--- src/rtl/c_bram_arbiter_if.sv ---
// rtl/c_bram_arbiter_if.sv - requester and BRAM C bus bundle for c_bram_arbiter
interface c_bram_arbiter_if #(
  parameter int DATA_WIDTH = 32,
  parameter int AW         = 4
);
  // compute-side writeback
  logic                  wr_req;
  logic [AW-1:0]         wr_addr;
  logic [DATA_WIDTH-1:0] wr_data;
  logic                  wr_gnt;
  // host-side readout
  logic                  rd_req;
  logic [AW-1:0]         rd_addr;
  logic                  rd_gnt;
  logic                  rd_valid;
  logic [DATA_WIDTH-1:0] rd_data;
  // BRAM C single port
  logic                  bram_en;
  logic                  bram_we;
  logic [AW-1:0]         bram_addr;
  logic [DATA_WIDTH-1:0] bram_wdata;
  logic [DATA_WIDTH-1:0] bram_rdata;

  modport slave (
    input  wr_req, wr_addr, wr_data, rd_req, rd_addr, bram_rdata,
    output wr_gnt, rd_gnt, rd_valid, rd_data, bram_en, bram_we, bram_addr, bram_wdata
  );

  modport master (
    output wr_req, wr_addr, wr_data, rd_req, rd_addr, bram_rdata,
    input  wr_gnt, rd_gnt, rd_valid, rd_data, bram_en, bram_we, bram_addr, bram_wdata
  );
endinterface

--- src/rtl/c_bram_arbiter.sv ---
// rtl/c_bram_arbiter.sv - BRAM C port arbiter (round-robin; fixed write priority with C_ARB_WR_PRIORITY_EN)
module c_bram_arbiter #(
  parameter int DATA_WIDTH = 32,
  parameter int M          = 3,
  parameter int N          = 3
) (
  input  logic                 clk,
  input  logic                 rst_n,
  c_bram_arbiter_if.slave      bus,
  input  logic                 clear,
  output logic                 all_written,
  output logic                 busy
);
  localparam int AW = $clog2(M*N);
  localparam int CW = $clog2(M*N+1);
  localparam logic [CW-1:0] TOTAL = CW'(M*N);

  logic                  wr_gnt;
  logic                  rd_gnt;
  logic                  bram_en_q, bram_en_d;
  logic                  bram_we_q, bram_we_d;
  logic [AW-1:0]         bram_addr_q, bram_addr_d;
  logic [DATA_WIDTH-1:0] bram_wdata_q, bram_wdata_d;
  logic                  rd_pend_q, rd_pend_d;
  logic                  rd_valid_q, rd_valid_d;
  logic                  busy_q, busy_d;
  logic [CW-1:0]         cnt_q, cnt_d;
  logic                  all_written_q, all_written_d;
`ifndef C_ARB_WR_PRIORITY_EN
  logic                  rd_pri_q, rd_pri_d;
`endif

  // Grant selection: one grant per cycle, only to a requesting side
  always_comb begin
`ifdef C_ARB_WR_PRIORITY_EN
    wr_gnt = bus.wr_req;
    rd_gnt = bus.rd_req & ~bus.wr_req;
`else
    wr_gnt = bus.wr_req & (~bus.rd_req | ~rd_pri_q);
    rd_gnt = bus.rd_req & (~bus.wr_req |  rd_pri_q);
`endif
  end

  // Next-state: BRAM command, read pipeline, write counter, priority pointer
  always_comb begin
    bram_en_d    = 1'b0;
    bram_we_d    = 1'b0;
    bram_addr_d  = bram_addr_q;
    bram_wdata_d = bram_wdata_q;
    if (wr_gnt) begin
      bram_en_d    = 1'b1;
      bram_we_d    = 1'b1;
      bram_addr_d  = bus.wr_addr;
      bram_wdata_d = bus.wr_data;
    end else if (rd_gnt) begin
      bram_en_d    = 1'b1;
      bram_addr_d  = bus.rd_addr;
    end
    rd_pend_d  = rd_gnt;
    rd_valid_d = rd_pend_q;
    busy_d     = rd_gnt | rd_pend_q;
    cnt_d         = cnt_q;
    all_written_d = all_written_q;
    if (clear) begin
      cnt_d         = '0;
      all_written_d = 1'b0;
    end else if (wr_gnt && cnt_q != TOTAL) begin
      cnt_d = cnt_q + 1'b1;
      if (cnt_q == TOTAL - 1'b1) all_written_d = 1'b1;
    end
`ifndef C_ARB_WR_PRIORITY_EN
    rd_pri_d = rd_pri_q;
    if (wr_gnt)      rd_pri_d = 1'b1;
    else if (rd_gnt) rd_pri_d = 1'b0;
`endif
  end

  // State registers; reset drops any in-flight read
  always_ff @(posedge clk or negedge rst_n) begin
    if (!rst_n) begin
      bram_en_q     <= 1'b0;
      bram_we_q     <= 1'b0;
      bram_addr_q   <= '0;
      bram_wdata_q  <= '0;
      rd_pend_q     <= 1'b0;
      rd_valid_q    <= 1'b0;
      busy_q        <= 1'b0;
      cnt_q         <= '0;
      all_written_q <= 1'b0;
`ifndef C_ARB_WR_PRIORITY_EN
      rd_pri_q      <= 1'b0;
`endif
    end else begin
      bram_en_q     <= bram_en_d;
      bram_we_q     <= bram_we_d;
      bram_addr_q   <= bram_addr_d;
      bram_wdata_q  <= bram_wdata_d;
      rd_pend_q     <= rd_pend_d;
      rd_valid_q    <= rd_valid_d;
      busy_q        <= busy_d;
      cnt_q         <= cnt_d;
      all_written_q <= all_written_d;
`ifndef C_ARB_WR_PRIORITY_EN
      rd_pri_q      <= rd_pri_d;
`endif
    end
  end

  assign bus.wr_gnt     = wr_gnt;
  assign bus.rd_gnt     = rd_gnt;
  assign bus.bram_en    = bram_en_q;
  assign bus.bram_we    = bram_we_q;
  assign bus.bram_addr  = bram_addr_q;
  assign bus.bram_wdata = bram_wdata_q;
  assign bus.rd_valid   = rd_valid_q;
  // BRAM output register already holds the data; gate it so rd_data is 0 outside valid
  assign bus.rd_data    = rd_valid_q ? bus.bram_rdata : '0;
  assign all_written    = all_written_q;
  assign busy           = busy_q;
endmodule

--- src/flat_wrapper.sv ---
// flat-port wrapper written by rule: the top's interface ports become plain ports
module c_bram_arbiter_flat 
#(
  parameter int DATA_WIDTH = 32,
  parameter int M          = 3,
  parameter int N          = 3
)
  (clk, rst_n, clear, all_written, busy, bus_wr_req, bus_wr_addr, bus_wr_data, bus_rd_req, bus_rd_addr, bus_bram_rdata, bus_wr_gnt, bus_rd_gnt, bus_rd_valid, bus_rd_data, bus_bram_en, bus_bram_we, bus_bram_addr, bus_bram_wdata);
  c_bram_arbiter_if #(.DATA_WIDTH(DATA_WIDTH), .AW((4))) bus_i ();
  input  logic clk;
  input  logic rst_n;
  input  logic clear;
  output logic all_written;
  output logic busy;
  input wire logic [$bits(bus_i.wr_req)-1:0] bus_wr_req;
  input wire logic [$bits(bus_i.wr_addr)-1:0] bus_wr_addr;
  input wire logic [$bits(bus_i.wr_data)-1:0] bus_wr_data;
  input wire logic [$bits(bus_i.rd_req)-1:0] bus_rd_req;
  input wire logic [$bits(bus_i.rd_addr)-1:0] bus_rd_addr;
  input wire logic [$bits(bus_i.bram_rdata)-1:0] bus_bram_rdata;
  output wire logic [$bits(bus_i.wr_gnt)-1:0] bus_wr_gnt;
  output wire logic [$bits(bus_i.rd_gnt)-1:0] bus_rd_gnt;
  output wire logic [$bits(bus_i.rd_valid)-1:0] bus_rd_valid;
  output wire logic [$bits(bus_i.rd_data)-1:0] bus_rd_data;
  output wire logic [$bits(bus_i.bram_en)-1:0] bus_bram_en;
  output wire logic [$bits(bus_i.bram_we)-1:0] bus_bram_we;
  output wire logic [$bits(bus_i.bram_addr)-1:0] bus_bram_addr;
  output wire logic [$bits(bus_i.bram_wdata)-1:0] bus_bram_wdata;
  assign bus_i.wr_req = bus_wr_req;
  assign bus_i.wr_addr = bus_wr_addr;
  assign bus_i.wr_data = bus_wr_data;
  assign bus_i.rd_req = bus_rd_req;
  assign bus_i.rd_addr = bus_rd_addr;
  assign bus_i.bram_rdata = bus_bram_rdata;
  assign bus_wr_gnt = bus_i.wr_gnt;
  assign bus_rd_gnt = bus_i.rd_gnt;
  assign bus_rd_valid = bus_i.rd_valid;
  assign bus_rd_data = bus_i.rd_data;
  assign bus_bram_en = bus_i.bram_en;
  assign bus_bram_we = bus_i.bram_we;
  assign bus_bram_addr = bus_i.bram_addr;
  assign bus_bram_wdata = bus_i.bram_wdata;
  c_bram_arbiter #(.DATA_WIDTH(DATA_WIDTH), .M(M), .N(N)) u_core (.clk(clk), .rst_n(rst_n), .bus(bus_i), .clear(clear), .all_written(all_written), .busy(busy));
endmodule
--- config.mk ---
export PLATFORM = sky130hd
export DESIGN_NAME = c_bram_arbiter_flat
export DESIGN_NICKNAME = d
export VERILOG_FILES = /design/src/rtl/c_bram_arbiter_if.sv /design/src/rtl/c_bram_arbiter.sv /design/src/flat_wrapper.sv
export SDC_FILE = /design/constraint.sdc
export NUM_CORES = 1
export LEC_CHECK = 0
export ABC_AREA = 1
export CORE_ASPECT_RATIO = 2
export CORE_UTILIZATION = 35
export DETAILED_ROUTE_END_ITERATION = 6
export GPL_TIMING_DRIVEN = 0
export HOLD_SLACK_MARGIN = 0.08
export PLACE_DENSITY = 0.81
export SYNTH_ARGS = -nofsm -noshare
export SYNTH_HDL_FRONTEND = slang
export SYNTH_SLANG_ARGS = --single-unit
--- constraint.sdc ---
create_clock -name clk -period 1.4 [get_ports clk]
set_input_delay 0.28 -clock clk [delete_from_list [all_inputs] [get_ports clk]]
set_output_delay 0.28 -clock clk [all_outputs]
set_load 0.005 [all_outputs]
==> run summary <==
Status: finished, violations left
Violated checks: DRC, setup timing
Unrepaired setup endpoints after global routing: true
Synth Register Bits: 47
Final setup margin: -142 ps
Cells after synthesis: 276
P_leak: 0.00239 uW
Root Driver: clkbuf_16
Routed WL: 7530 um
Vias/cell: 4.69
DR iter-0 viols: 105
Clock sink count: 47
Yosys warns: 0
Vias: 2456
Rows: 39
CP startpoint kind: flip-flop
Remaining global-route overflow: 0
Layout cells sized above 1: 27.4%
Count of cell types in the netlist: 18
Crit share post-route: 110%
Max Freq: 648 MHz
Endpoints failing setup: 31
Mapped cell area: 0.00214 mm^2
Top-count cell post-synth: nand2_1
Top cells by count, synth: nand2_1, dfrtp_1, inv_1
DRC violations left: 16
Post-synth EDFFs: 0
Largest net degree at the start of global routing: 36
Post-synth ARST share: 100%
Crit end category: output port
Die area: 0.00644 mm^2
First-pass GRT wire length: 11800 um
Post-DR wirelength/cell: 14.4 um
HPWL after DPL: 5290 um
All-Layer GR Usage: 23.7%
Post-route design area: 0.00419 mm^2
Post-DP Area: 0.00374 mm^2
Detail Route Antenna Nets: 0
Core ar.: 0.00581 mm^2
I/O Buffers: 151
Initial antenna violation count: 0
Max_slew headroom: 77.7%
VDD IR max: 1000 uV
Area growth syn-to-layout: 96.0%
Drt pass-1 iters: 6
Initial core utilization: 36.8%
Footprint of the multi-input gates: 875 um^2
Critical Path RT: 1120 ps
Clock-pin slew on the worst setup and hold paths: 60 ps
Worst-Margin Slew: 334 ps
Final nets: 542
IO Pins: 152
Synth area leaders: dfrtp_1, nand2_1, inv_1, nand4_1, ha_1
Sequential-to-total area share from yosys stat: 55.0%
Power Density: 999 mW/mm^2
Ys flop type: dfrtp_1
H-Tree Depth: 2
Tmin final: 1540 ps
Class of the worst hold path: reg -> reg
CTS tree: yes
Worst clock skew: 6.41 ps
Worst-Skew Late Latency: 280 ps
Mapped Avg Cell Area: 7.74 um^2
Fin Setup TNS: -2820 ps
Fill cells: 430
FF+latch area: 0.00118 mm^2
Max_cap viols: 0
Routability cong.: 0.830
Fin. Hold Viols: 0
CTS Buf Count: 5
Crit-path max FO: 7
Chip width: 57.3 um
Post-synth top area cell: dfrtp_1
CP arrival: 1260 ps
Post-synth top area share: 55.0%
Die Height: 113 um
Max Slew Vio Count: 0
Ant diodes: 0
Syn_nets: 356
Critical path class: reg -> out
Clk buf depth: 2
Vias in the first global route: 2578
## registers in the layout, summed over array words and instances, names as in the netlist
signal                 flops
u_core.rd_pend_q           1
u_core.bus.bram_we         1
u_core.cnt_q               4
u_core.all_written         1
u_core.bus.bram_wdata     32
u_core.busy                1
u_core.bus.bram_addr       4
u_core.rd_pri_q            1
u_core.bus.rd_valid        1
u_core.bus.bram_en         1
## critical path, cell delays in order (launching register included)
cell and delay (ps):
dfrtp_2 490, clkbuf_8 180, buf_6 120, nand2_1 50, inv_1 30, buf_2 120
## layout make-up
class                           instances  area share, %
Timing Repair Buffer                  179           39.0
Clock inverter                          2          0.926
Clock buffer                            6           3.32
Multi-Input combinational cell        178           20.9
Buffer                                 10           2.21
Inverter                               41           3.67
Tap cell                               61           1.82
Sequential cell                        47           28.1
## layer usage
metal	track usage, %	up-vias	wire length, um
met5	0	-	0
met4	9.59	0	302
met3	5.41	20	577
met2	47.5	119	4240
met1	21.5	1125	2410
li1	-	1192	-
## through the flow
stage	utilization (%)	power, uW	hold slack [ps]	setup WS (ps)	std cells
2_1_floorplan	-	1940	-15.6	262	276
3_3_place_gp	64.1	2700	354	-1220	488
3_5_place_dp	64.4	2740	197	-821	489
4_1_cts	70.5	4160	379	-130	523
5_1_grt	72.1	4390	392	-197	524
6_report	72.1	4180	372	-142	524
## logic make-up after synthesis
logic type,count (synthesis),share of synthesized area (%)
flops,47,55.0
simple gates,161,29.7
fa+ha+maj,3,1.76
buf+inv,51,9.84
xor+xnor,1,0.410
compound gates,13,3.22
## final timing paths
check,startpoint,to,slack [ps],cells past startpoint
max in group asynchronous,rst_n,u_core.bus.rd_valid,440,3
worst min register to register,u_core.rd_pend_q,u_core.bus.rd_valid,370,0
min in group asynchronous,rst_n,u_core.bus.bram_wdata[29],450,2
worst max register to register,u_core.cnt_q[1],u_core.cnt_q[1],80,6
worst min-delay path,u_core.rd_pend_q,u_core.bus.rd_valid,370,0
worst max-delay path,u_core.bus.rd_valid,bus_rd_data[26],-140,5
## report_power, final
part / internal (uW) / switching, uW / total, uW
combinational: 681 / 500 / 1180
clock: 897 / 491 / 1390
sequential: 1520 / 93.7 / 1620
## layout by cell type (no fill, tap or decap), types with 5 or more instances in the layout
cell type | synthesis | layout
dfrtp_1 | 47 | 45
buf_6 | 0 | 22
buf_4 | 4 | 13
nor2_1 | 6 | 6
inv_1 | 40 | 31
clkbuf_16 | 0 | 5
clkdlybuf4s50_1 | 0 | 73
nand2_1 | 139 | 111
inv_2 | 1 | 10
nand3_1 | 7 | 6
o21ai_1 | 4 | 8
nand2_2 | 1 | 23
nand2_4 | 0 | 6
clkbuf_8 | 0 | 6
nand4_1 | 7 | 7
buf_2 | 3 | 30
dlygate4sd2_1 | 0 | 38
## what timing repair did
action                     4_1_cts  5_1_grt
setup endpoints to repair       73       70
hold endpoints to repair        12        0
gates cloned                     3        0
hold buffers                     1        0
pin swaps                        1        2
resized for setup              233       34
setup buffers                   22        1
Power figures use the tool's default switching activity.
